**src/rtl/cva6v_mem_port_responder.sv**
```systemverilog
// cva6v_mem_port_responder
// Target-side responder for one vector memory port. It checks each accepted
// request for alignment and range, drives a single-port SRAM macro, and
// returns exactly one in-order response per request at a fixed latency.
// Optional feature macro: CVA6V_MEM_RSP_CUT_EN adds one register stage on the
// response outputs. This raises the latency to ReadLatency+1 and fully
// registers rdata.
module cva6v_mem_port_responder #(
    parameter int unsigned MemPortWidth     = 128,
    parameter int unsigned MemPortAddrWidth = 22,
    parameter int unsigned MemDepth         = 4096,
    parameter int unsigned ReadLatency      = 1,
    localparam int unsigned BeW             = MemPortWidth / 8,
    localparam int unsigned WAddrW          = $clog2(MemDepth),
    localparam int unsigned OffW            = $clog2(BeW)
) (
    input  logic                        i_clk,
    input  logic                        i_rst,
    input  logic                        i_mem_req_valid,
    output logic                        o_mem_req_ready,
    input  logic [MemPortAddrWidth-1:0] i_mem_req_addr,
    input  logic                        i_mem_req_we,
    input  logic [BeW-1:0]              i_mem_req_be,
    input  logic [MemPortWidth-1:0]     i_mem_req_wdata,
    output logic                        o_mem_res_valid,
    output logic [MemPortWidth-1:0]     o_mem_res_rdata,
    output logic                        o_mem_res_err,
    input  logic                        i_sram_gnt,
    output logic                        o_sram_ce,
    output logic                        o_sram_we,
    output logic [WAddrW-1:0]           o_sram_addr,
    output logic [BeW-1:0]              o_sram_wbe,
    output logic [MemPortWidth-1:0]     o_sram_wdata,
    input  logic [MemPortWidth-1:0]     i_sram_rdata,
    output logic [15:0]                 o_err_count,
    output logic                        o_busy
);

    // One response-pipeline entry. Invalid entries always carry err=0 and
    // is_read=0, so the output stage never needs to re-qualify them.
    typedef struct packed {
        logic valid;
        logic err;
        logic is_read;
    } stage_t;

    logic                        hs;
    logic                        req_err;
    logic                        req_good;
    logic [MemPortAddrWidth-1:0] word_idx;
    stage_t                      pipe [ReadLatency];
    stage_t                      last;
    logic                        res_valid_d;
    logic                        res_err_d;
    logic [MemPortWidth-1:0]     res_rdata_d;

    assign o_mem_req_ready = i_sram_gnt & ~i_rst;
    assign hs              = i_mem_req_valid & o_mem_req_ready;
    assign word_idx        = i_mem_req_addr >> OffW;
    assign req_err         = (i_mem_req_addr[OffW-1:0] != '0) ||
                             (word_idx >= MemPortAddrWidth'(MemDepth));
    assign req_good        = hs & ~req_err;

    // Macro access is combinational from the handshake; idle or errored cycles drive zeros.
    always_comb begin
        // NOTE: every output gets a default first, so no path through the block can infer a latch.
        o_sram_ce    = 1'b0;
        o_sram_we    = 1'b0;
        o_sram_addr  = '0;
        o_sram_wbe   = '0;
        o_sram_wdata = '0;
        if (req_good) begin
            o_sram_ce    = 1'b1;
            o_sram_we    = i_mem_req_we;
            o_sram_addr  = i_mem_req_addr[OffW +: WAddrW];
            o_sram_wbe   = i_mem_req_we ? i_mem_req_be : '0;
            o_sram_wdata = i_mem_req_wdata;
        end
    end

    // Fixed-latency response shift register, loaded every cycle with this cycle's handshake.
    always_ff @(posedge i_clk) begin
        // NOTE: the valid bits must be cleared on reset so that in-flight requests are dropped;
        // state updates use non-blocking assignments so every stage shifts from pre-edge values.
        if (i_rst) begin
            for (int i = 0; i < int'(ReadLatency); i++) pipe[i] <= '0;
        end else begin
            pipe[0] <= '{valid: hs, err: hs & req_err, is_read: hs & ~i_mem_req_we};
            for (int i = 1; i < int'(ReadLatency); i++) pipe[i] <= pipe[i-1];
        end
    end

    // Busy while any pipeline stage holds a response.
    always_comb begin
        o_busy = 1'b0;
        for (int i = 0; i < int'(ReadLatency); i++) o_busy = o_busy | pipe[i].valid;
    end

    assign last        = pipe[ReadLatency-1];
    assign res_valid_d = last.valid;
    assign res_err_d   = last.err;
    assign res_rdata_d = (last.valid & last.is_read & ~last.err) ? i_sram_rdata : '0;

`ifdef CVA6V_MEM_RSP_CUT_EN
    // Extra output register that fully registers the response, including rdata.
    always_ff @(posedge i_clk) begin
        if (i_rst) begin
            o_mem_res_valid <= 1'b0;
            o_mem_res_err   <= 1'b0;
            o_mem_res_rdata <= '0;
        end else begin
            o_mem_res_valid <= res_valid_d;
            o_mem_res_err   <= res_err_d;
            o_mem_res_rdata <= res_rdata_d;
        end
    end
`else
    assign o_mem_res_valid = res_valid_d;
    assign o_mem_res_err   = res_err_d;
    assign o_mem_res_rdata = res_rdata_d;
`endif

    // Saturating count of errored requests.
    always_ff @(posedge i_clk) begin
        if (i_rst) begin
            o_err_count <= '0;
        end else if (hs && req_err && (o_err_count != 16'hFFFF)) begin
            o_err_count <= o_err_count + 16'd1;
        end
    end

endmodule

```
**config.mk**
```make
export PLATFORM = sky130hd
export DESIGN_NAME = cva6v_mem_port_responder
export DESIGN_NICKNAME = d
export VERILOG_FILES = /design/src/rtl/cva6v_mem_port_responder.sv
export SDC_FILE = /design/constraint.sdc
export NUM_CORES = 1
export LEC_CHECK = 0
export CAP_MARGIN = 20
export CORE_AREA = 2 2 236 238
export CTS_CLUSTER_SIZE = 20
export DETAILED_ROUTE_END_ITERATION = 7
export DIE_AREA = 0 0 238 240
export MAX_ROUTING_LAYER = met4
export RECOVER_POWER = 50
export SLEW_MARGIN = 30
export SYNTH_ARGS = -nofsm -noshare
export SYNTH_HDL_FRONTEND = slang
export SYNTH_SLANG_ARGS = --single-unit
```
**constraint.sdc**
```tcl
create_clock -name i_clk -period 3.8 [get_ports i_clk]
set_input_delay 0.57 -clock i_clk [delete_from_list [all_inputs] [get_ports i_clk]]
set_output_delay 0.57 -clock i_clk [all_outputs]
set_load 0.02 [all_outputs]
```
==> results of run 1 <==
-- per-stage QoR --
step | instances | utilization [%] | instance area, µm² | hold WS [ns]
floorplan | 428 | - | 2912 | 0.5670
global placement | 1708 | 18.02 | 9852 | 0.5060
detailed placement | 1708 | 18.02 | 9852 | 0.5277
CTS | 1712 | 18.17 | 9931 | 0.5430
global route | 1720 | 18.01 | 9843 | 0.5734
-- logic make-up after synthesis --
logic type | share of synthesized area (%)
and+or+nand+nor | 72.24
buffers and inverters | 6.274
DFF | 13.06
AOI/OAI and AO/OA | 3.223
xor gates and xnor gates | 3.309
muxes | 1.461
adders and majority gates | 0.4297
-- per-layer routing --
| metal | track usage [%] |
|---|---|
| met4 | 0.4545 |
| met1 | 12.44 |
| met2 | 13.36 |
| met5 | - |
| met3 | 3.134 |
==> impl_metrics.json, run 1 <==
{
  "syn_area_um2": 2912,
  "grt_pass1_vias": 4798,
  "async_flop_share_pct": 0,
  "postCtsSetupRepairBufs": 0,
  "synth.area.top_cells": "and2_1 58%, dfxtp_1 13%, and3_1 4.1%",
  "ys_types": 35,
  "grt_antenna_before_repair": 8,
  "clockBufferDepth": 2,
  "root_buffer": "clkbuf_16",
  "ioPinCount": 605,
  "htreeDepth": 1,
  "synth_edf_count": 0,
  "grt_max_degree": 92,
  "synth_fp_nets": 728,
  "synth.largest_area_cell": "and2_1",
  "io_buffers": 604,
  "synth_seq_cells": 19,
  "ys.flop_type": "dfxtp_1",
  "pre_cts_ws_ns": 0.3645,
  "status": "aborted with a tool error",
  "syn_inst": 428,
  "avgSynthCellArea_um2": 6.803,
  "grt_usage_pct": 9.064,
  "cts_resized": 0,
  "error_line": "[ERROR DRT-0255] Maze Route cannot find path of net i_mem_req_be[11] in worker of routeBox ( 193200 96600 ) ( 238000 144900 ).",
  "yosysMostFrequentCell": "and2_1",
  "stop_stage": "detailed routing (5_2_route)",
  "seq_area_frac_synth_pct": 13.06,
  "synth_top_area_share_pct": 58.23,
  "cts_hold_buf": 0,
  "die-height_um": 240,
  "grt_overflow": 0,
  "dp_hpwl_um": 25470,
  "die_width_um": 238,
  "rows": 86,
  "start_util_pct": 5.326,
  "grt_pass1_wl_um": 36490,
  "cts_buffers": 3,
  "ys_warn_count": 0,
  "synthTopCellsByCount": "271 x and2_1, 20 x clkbuf_1, 20 x nor2_1",
  "gp_congestion": 0.8600,
  "clock_sinks": 19
}
==> run 2: changes to the inputs <==
--- a/config.mk
+++ b/config.mk
@@ -7,10 +7,9 @@
 export LEC_CHECK = 0
 export CAP_MARGIN = 20
 export CORE_AREA = 2 2 236 238
-export CTS_CLUSTER_SIZE = 20
 export DETAILED_ROUTE_END_ITERATION = 7
 export DIE_AREA = 0 0 238 240
-export MAX_ROUTING_LAYER = met4
+export PLACE_DENSITY_LB_ADDON = 0.15
 export RECOVER_POWER = 50
 export SLEW_MARGIN = 30
 export SYNTH_ARGS = -nofsm -noshare
==> impl_metrics.json, run 2 <==
{
  "grt_usage_pct": 9.634,
  "cts_resized": 0,
  "status": "finished clean",
  "ys.flop_type": "dfxtp_1",
  "die-height_um": 240,
  "firstDrtPassIters": 4,
  "setup_violations": 0,
  "power_density_nw_per_um2": 76.76,
  "die-area_um2": 57120,
  "die_width_um": 238,
  "ant_nets": 0,
  "dp_hpwl_um": 26840,
  "syn_inst": 428,
  "tritoncts": "built",
  "cp.required_ns": 3.23,
  "fp.coreArea_um2": 54660,
  "ioPinCount": 605,
  "synth.area.top_cells": "and2_1 58%, dfxtp_1 13%, and3_1 4.1%",
  "grt_overflow": 0,
  "clock_sinks": 19,
  "synth_compound_area_share_pct": 3.223,
  "via_per_inst": 2.903,
  "drt_iter0_drc": 115,
  "synthXorXnorAreaFrac_pct": 3.309,
  "vias": 4981,
  "yosysMostFrequentCell": "and2_1",
  "ys_warn_count": 0,
  "wl_um": 30370,
  "critPathLaunchType": "input port",
  "grt_max_degree": 104,
  "tns_ns": 0,
  "fin_total_pwr_mw": 0.7659,
  "cts_buffers": 3,
  "muxShareOfSynthArea_pct": 1.461,
  "syn_to_final_growth_pct": 242.7,
  "drv_slew": 0,
  "largest_register_ffs": 16,
  "worst_slew_margin_rel_pct": 40.14,
  "wire_per_inst_um": 17.70,
  "maxCapViolations": 0,
  "critPathArrivalTime_ns": 2.93,
  "grt_antenna_before_repair": 14,
  "grt_pass1_wl_um": 39310,
  "fin_worst_skew_ns": 0.001707,
  "place_area_um2": 9942,
  "grt_pass1_vias": 4880,
  "drive_gt1_share_pct": 3.082,
  "worstSetupPathType": "in2out",
  "stdcell_area_um2": 9978,
  "timing.final.crit_share_pct": 92.02,
  "root_buffer": "clkbuf_16",
  "synth.largest_area_cell": "and2_1",
  "regMostFlops": "o_err_count",
  "synthTopCellsByCount": "271 x and2_1, 20 x clkbuf_1, 20 x nor2_1",
  "min_path_type": "reg2reg",
  "clockBufferDepth": 2,
  "syn_area_um2": 2912,
  "clk_pin_slew_ns": 0.06,
  "seq_area_frac_synth_pct": 13.06,
  "synth_top_family_by_area": "simple AND/OR/NAND/NOR gates",
  "async_flop_share_pct": 0,
  "hold_viol": 0,
  "max_freq_ghz": 0.2860,
  "final_cell_mix": "445 x clkdlybuf4s50_1, 271 x and2_1, 143 x dlygate4sd3_1",
  "io_buffers": 604,
  "gp_congestion": 0.7608,
  "ys_types": 35,
  "synth_seq_cells": 19,
  "final_nets": 1307,
  "crit_path_end_kind": "output pin",
  "start_util_pct": 5.326,
  "htreeDepth": 1,
  "ir_drop_mv": 0.1197,
  "synth_adder_area_share_pct": 0.4297,
  "rsz0062_at_grt": "no",
  "route.detailed.drc": 0,
  "avgSynthCellArea_um2": 6.803,
  "largestRegisters": "o_err_count x16, pipe x3",
  "placed_cells": 1706,
  "postCtsSetupRepairBufs": 0,
  "rows": 86,
  "p_leak_nw": 4.087,
  "synth-simple-area-share_pct": 72.24,
  "mostFrequentLayoutCell": "clkdlybuf4s50_1",
  "cts_hold_buf": 0,
  "worstSkewPairLatency_ns": 0.25,
  "period_needed_ns": 3.497,
  "synth_top_area_share_pct": 58.23,
  "synth_edf_count": 0,
  "synth_fp_nets": 728,
  "worstMarginPinSlew_ns": 0.8979,
  "fin_cells": 1716,
  "worst-path-max-fanout": 47,
  "holdWs_ns": 0.5542
}
run 2: cell counts after synthesis:
No cell type changed its count.
run 2: logic make-up after synthesis:
| logic type | count (synthesis) |
|---|---|
| compound gates | 11 |
| xor+xnor | 11 |
| fa+ha+maj | 1 |
| buf+inv | 40 |
| flops | 19 |
| mux | 4 |
| simple gates | 342 |
run 2: worst max-delay path, cell delays in order:
cell and delay [ns]:
clkdlybuf4s50_1 0.39, nor4_1 0.38, nand3_1 0.18, nor2_4 0.13, buf_12 0.17, buf_12 0.21, and2_1 0.16, clkdlybuf4s50_1 0.68
run 2: routing by layer:
metal / GRT usage, % / vias to the layer above / part of all wire [%]
li1: - / 2484 / -
met1: 9.707 / 2222 / 35
met2: 19.77 / 235 / 56
met3: 3.077 / 24 / 7.7
met4: 0.7008 / 16 / 0.58
met5: 0 / - / 0.31
run 2: area by class of cell:
type / instances / area (µm²)
tap: 704 / 880.8
timing repair buffer: 611 / 6292
fill: 6146 / 44680
sequential: 19 / 380.4
inverter: 3 / 11.26
multi-input combinational: 369 / 2320
clock buffer: 4 / 78.83
antenna: 6 / 15.01
run 2: stage by stage:
stage / util [%] / setup WS [ns]
4_1_cts: 18.33 / 0.2538
5_1_grt: 18.23 / 0.07435
2_1_floorplan: - / 1.425
3_5_place_dp: 18.19 / 0.2577
6_report: 18.25 / 0.3034
3_3_place_gp: 18.19 / 0.2061
run 2: where the power goes:
part | internal (mW) | switching (mW) | leakage (nW)
Combinational | 0.279 | 0.0622 | 3.90
Clock | 0.143 | 0.0778 | 0.0382
Sequential | 0.201 | 0.00269 | 0.154
Total | 0.623 | 0.143 | 4.09
run 2: path summary, 6_finish.rpt:
path	from	endpoint	slack (ns)	cells past startpoint
worst max-delay path	i_mem_req_addr[1]	o_sram_wdata[43]	0.30	8
worst min register to register	o_err_count[15]	o_err_count[15]	0.55	2
worst min-delay path	o_err_count[15]	o_err_count[15]	0.55	2
worst max register to register	o_err_count[0]	o_err_count[11]	1.60	6
(Power assumes the default switching activity.)
==> variant (settings of run 2) <==
The parameter `MemPortAddrWidth` goes from 22 to 44.
--- a/src/rtl/cva6v_mem_port_responder.sv
+++ b/src/rtl/cva6v_mem_port_responder.sv
@@ -9,3 +9,3 @@
     parameter int unsigned MemPortWidth     = 128,
-    parameter int unsigned MemPortAddrWidth = 22,
+    parameter int unsigned MemPortAddrWidth = 44,
     parameter int unsigned MemDepth         = 4096,
Interface: changed (resized i_mem_req_addr); port bits go from 605 to 627. The function was not compared with the original's and may differ.
==> variant against run 2 <==
Worst setup slack got worse by 150 ps. Sequential cell count unchanged. Final area increased by 2.7%. Total power increased by 4.0%. Routed wire length increased by 5.2%. Sequential share of layout area decreased by 0.10 points. Area after synthesis increased by 2.8%.
==> variant: results (changes against run 2) <==
- Most frequent cells after synthesis: and2_1 (269), dfxtp_1 (19), and3_1 (17), clkbuf_1 (17), nor4_1 (12) (was and2_1 (271), clkbuf_1 (20), nor2_1 (20))
- Vias: 5231 (was 4981)
- Pin count of the biggest net entering global routing: 97 (was 104)
- Router iterations before antenna repair: 4 (unchanged)
- Largest cells by area after synthesis: and2_1 (56%), dfxtp_1 (13%), and3_1 (3.6%), nor4_1 (2.5%), buf_4 (2.3%) (was and2_1 (58%), dfxtp_1 (13%), and3_1 (4.1%), xnor2_1 (3.0%), clkbuf_1 (2.6%))
- Drt initial violations: 111 (was 115)
- Routability cong.: 0.778 (was 0.761)
- IO buf count: 626 (was 604)
- First-pass GRT wire length: 41.0 mm (was 39.3 mm)
- Clk slew on worst S/H paths: 60 ps (about the same)
- Fill cells: 6126 (was 6146)
- Cell internal pwr: 0.000642 W (was 0.000623 W)
- Clock skew: 4.03 ps (was 1.71 ps)
- Clock root cell: clkbuf_16 (unchanged)
- Worst Path Max Fanout: 27 (was 47)
- Dominant synthesized flop cell: dfxtp_1 (unchanged)
- Leakage: 4.22 nW (was 4.09 nW)
- Met2 usage: 0.185 (was 0.198)
- Post-synthesis sequential area ratio: 0.127 (was 0.131)
- Final nets: 1370 (was 1307)
- Synth Net Count: 757 (was 728)
- Status: complete, no violations (unchanged)
- Unique cell type count in the Yosys netlist: 40 (was 35)
- H-tree levels: 1 (unchanged)
- Total Routing Usage GR: 0.100 (was 0.0963)
- Max clock buf depth: 2 (unchanged)
- Max VDD drop: 0.119 mV (was 0.120 mV)
- FFs w/ async S/R, synth: 0 (unchanged)
- Total Routed Length: 32.0 mm (was 30.4 mm)
- Met1 GRT Util: 0.107 (was 0.0971)
- Num CTS Buffers: 3 (unchanged)
- Vias in the first global route: 5126 (was 4880)
- Post-DP HPWL: 28.5 mm (was 26.8 mm)
- Slew Limit Headroom: 0.318 (was 0.401)
- Initial antenna violation count: 12 (was 14)
- R2R setup slack: 1880 ps (was 1600 ps)
- Share of layout cells above drive strength 1: 0.0516 (was 0.0308)
- Worst-skew pair later-pin latency: 250 ps (about the same)
- Hold Crit Class: flip-flop to flip-flop (unchanged)
- Yosys warns: 0 (unchanged)
- DP Area: 10200 um2 (was 9940 um2)
- Largest regs: o_err_count (16), pipe (3) (unchanged)
- Met3 Track Usage GR: 0.0330 (was 0.0308)
variant: cell count changes after synthesis, moves of 6 or more:
cell      delta
xnor2_1     -10
a21oi_1      +8
buf_4        +7
o31ai_1      +6
or4_1        +6
buf_2        +6
clkbuf_2    -11
nor4_1      +10
nor2_1      -13
variant: what timing repair did:
action,4_1_cts,5_1_grt
endpoints found under the setup margin,0,24
resized for setup,0,2
buffers inserted,0,0
variant: worst paths after layout:
path / startpoint / end / cells past startpoint
setup reg to reg: o_err_count[0]$_SDFFE_PP0P_ / o_err_count[10]$_SDFFE_PP0P_ / 6
setup / recovery: i_mem_req_addr[27] / o_sram_wdata[95] / 9
hold reg to reg: o_err_count[15]$_SDFFE_PP0P_ / o_err_count[15]$_SDFFE_PP0P_ / 2
hold / removal: o_err_count[15]$_SDFFE_PP0P_ / o_err_count[15]$_SDFFE_PP0P_ / 2
variant: critical path, stage by stage:
cell and delay [ps]:
clkdlybuf4s50_1 400, nor4_1 330, nand4_1 200, or2_4 310, nor2_4 110, buf_12 180
buf_12 170, and2_1 150, clkdlybuf4s50_1 650
variant: power groups by stage:
stage,combinational [W],sequential [W],clock [W]
after global placement,0.000372,0.000208,0
final,0.000369,0.000203,0.000224
after global routing,0.000394,0.000203,0.000236
after detailed placement,0.000373,0.000207,0
after floorplan,0.0000249,0.000208,0
after CTS,0.000377,0.000203,0.000230
variant: metal layers:
| layer | part of all wire | up-vias |
|---|---|---|
| li1 | - | 2631 |
| met1 | 0.36 | 2312 |
| met2 | 0.53 | 256 |
| met3 | 0.087 | 24 |
| met4 | 0.023 | 8 |
| met5 | 0.0013 | - |
variant: cell type report:
type | instances | area share
repair buffers | 646 | 0.633
multi-input cells | 374 | 0.233
well taps | 704 | 0.0859
flip-flops and latches | 19 | 0.0371
clock buffers | 3 | 0.00732
diodes | 8 | 0.00195
inverters | 4 | 0.00146
clock inverters | 1 | 0.000488
variant: through the flow:
stage	setup WS, ps	power [W]	util	hold WS [ps]	instances
final	150	0.000796	0.188	520	1759
after global routing	21.9	0.000833	0.188	532	1758
after floorplan	1340	0.000233	-	547	435
after detailed placement	130	0.000581	0.186	507	1747
after global placement	142	0.000580	0.186	496	1747
after CTS	94.3	0.000811	0.187	523	1751
variant: kinds of logic (layout without fill, tap and decap cells):
family,Yosys count,after routing,share of synthesized area
AND/OR/NAND/NOR,344,344,0.721
AO/OA/AOI/OAI,25,25,0.0565
other,0,8,0
adder cells (fa/ha/maj),1,1,0.00418
multiplexers,4,4,0.0159
buffers and inverters,42,654,0.0753
flip-flops,19,19,0.127
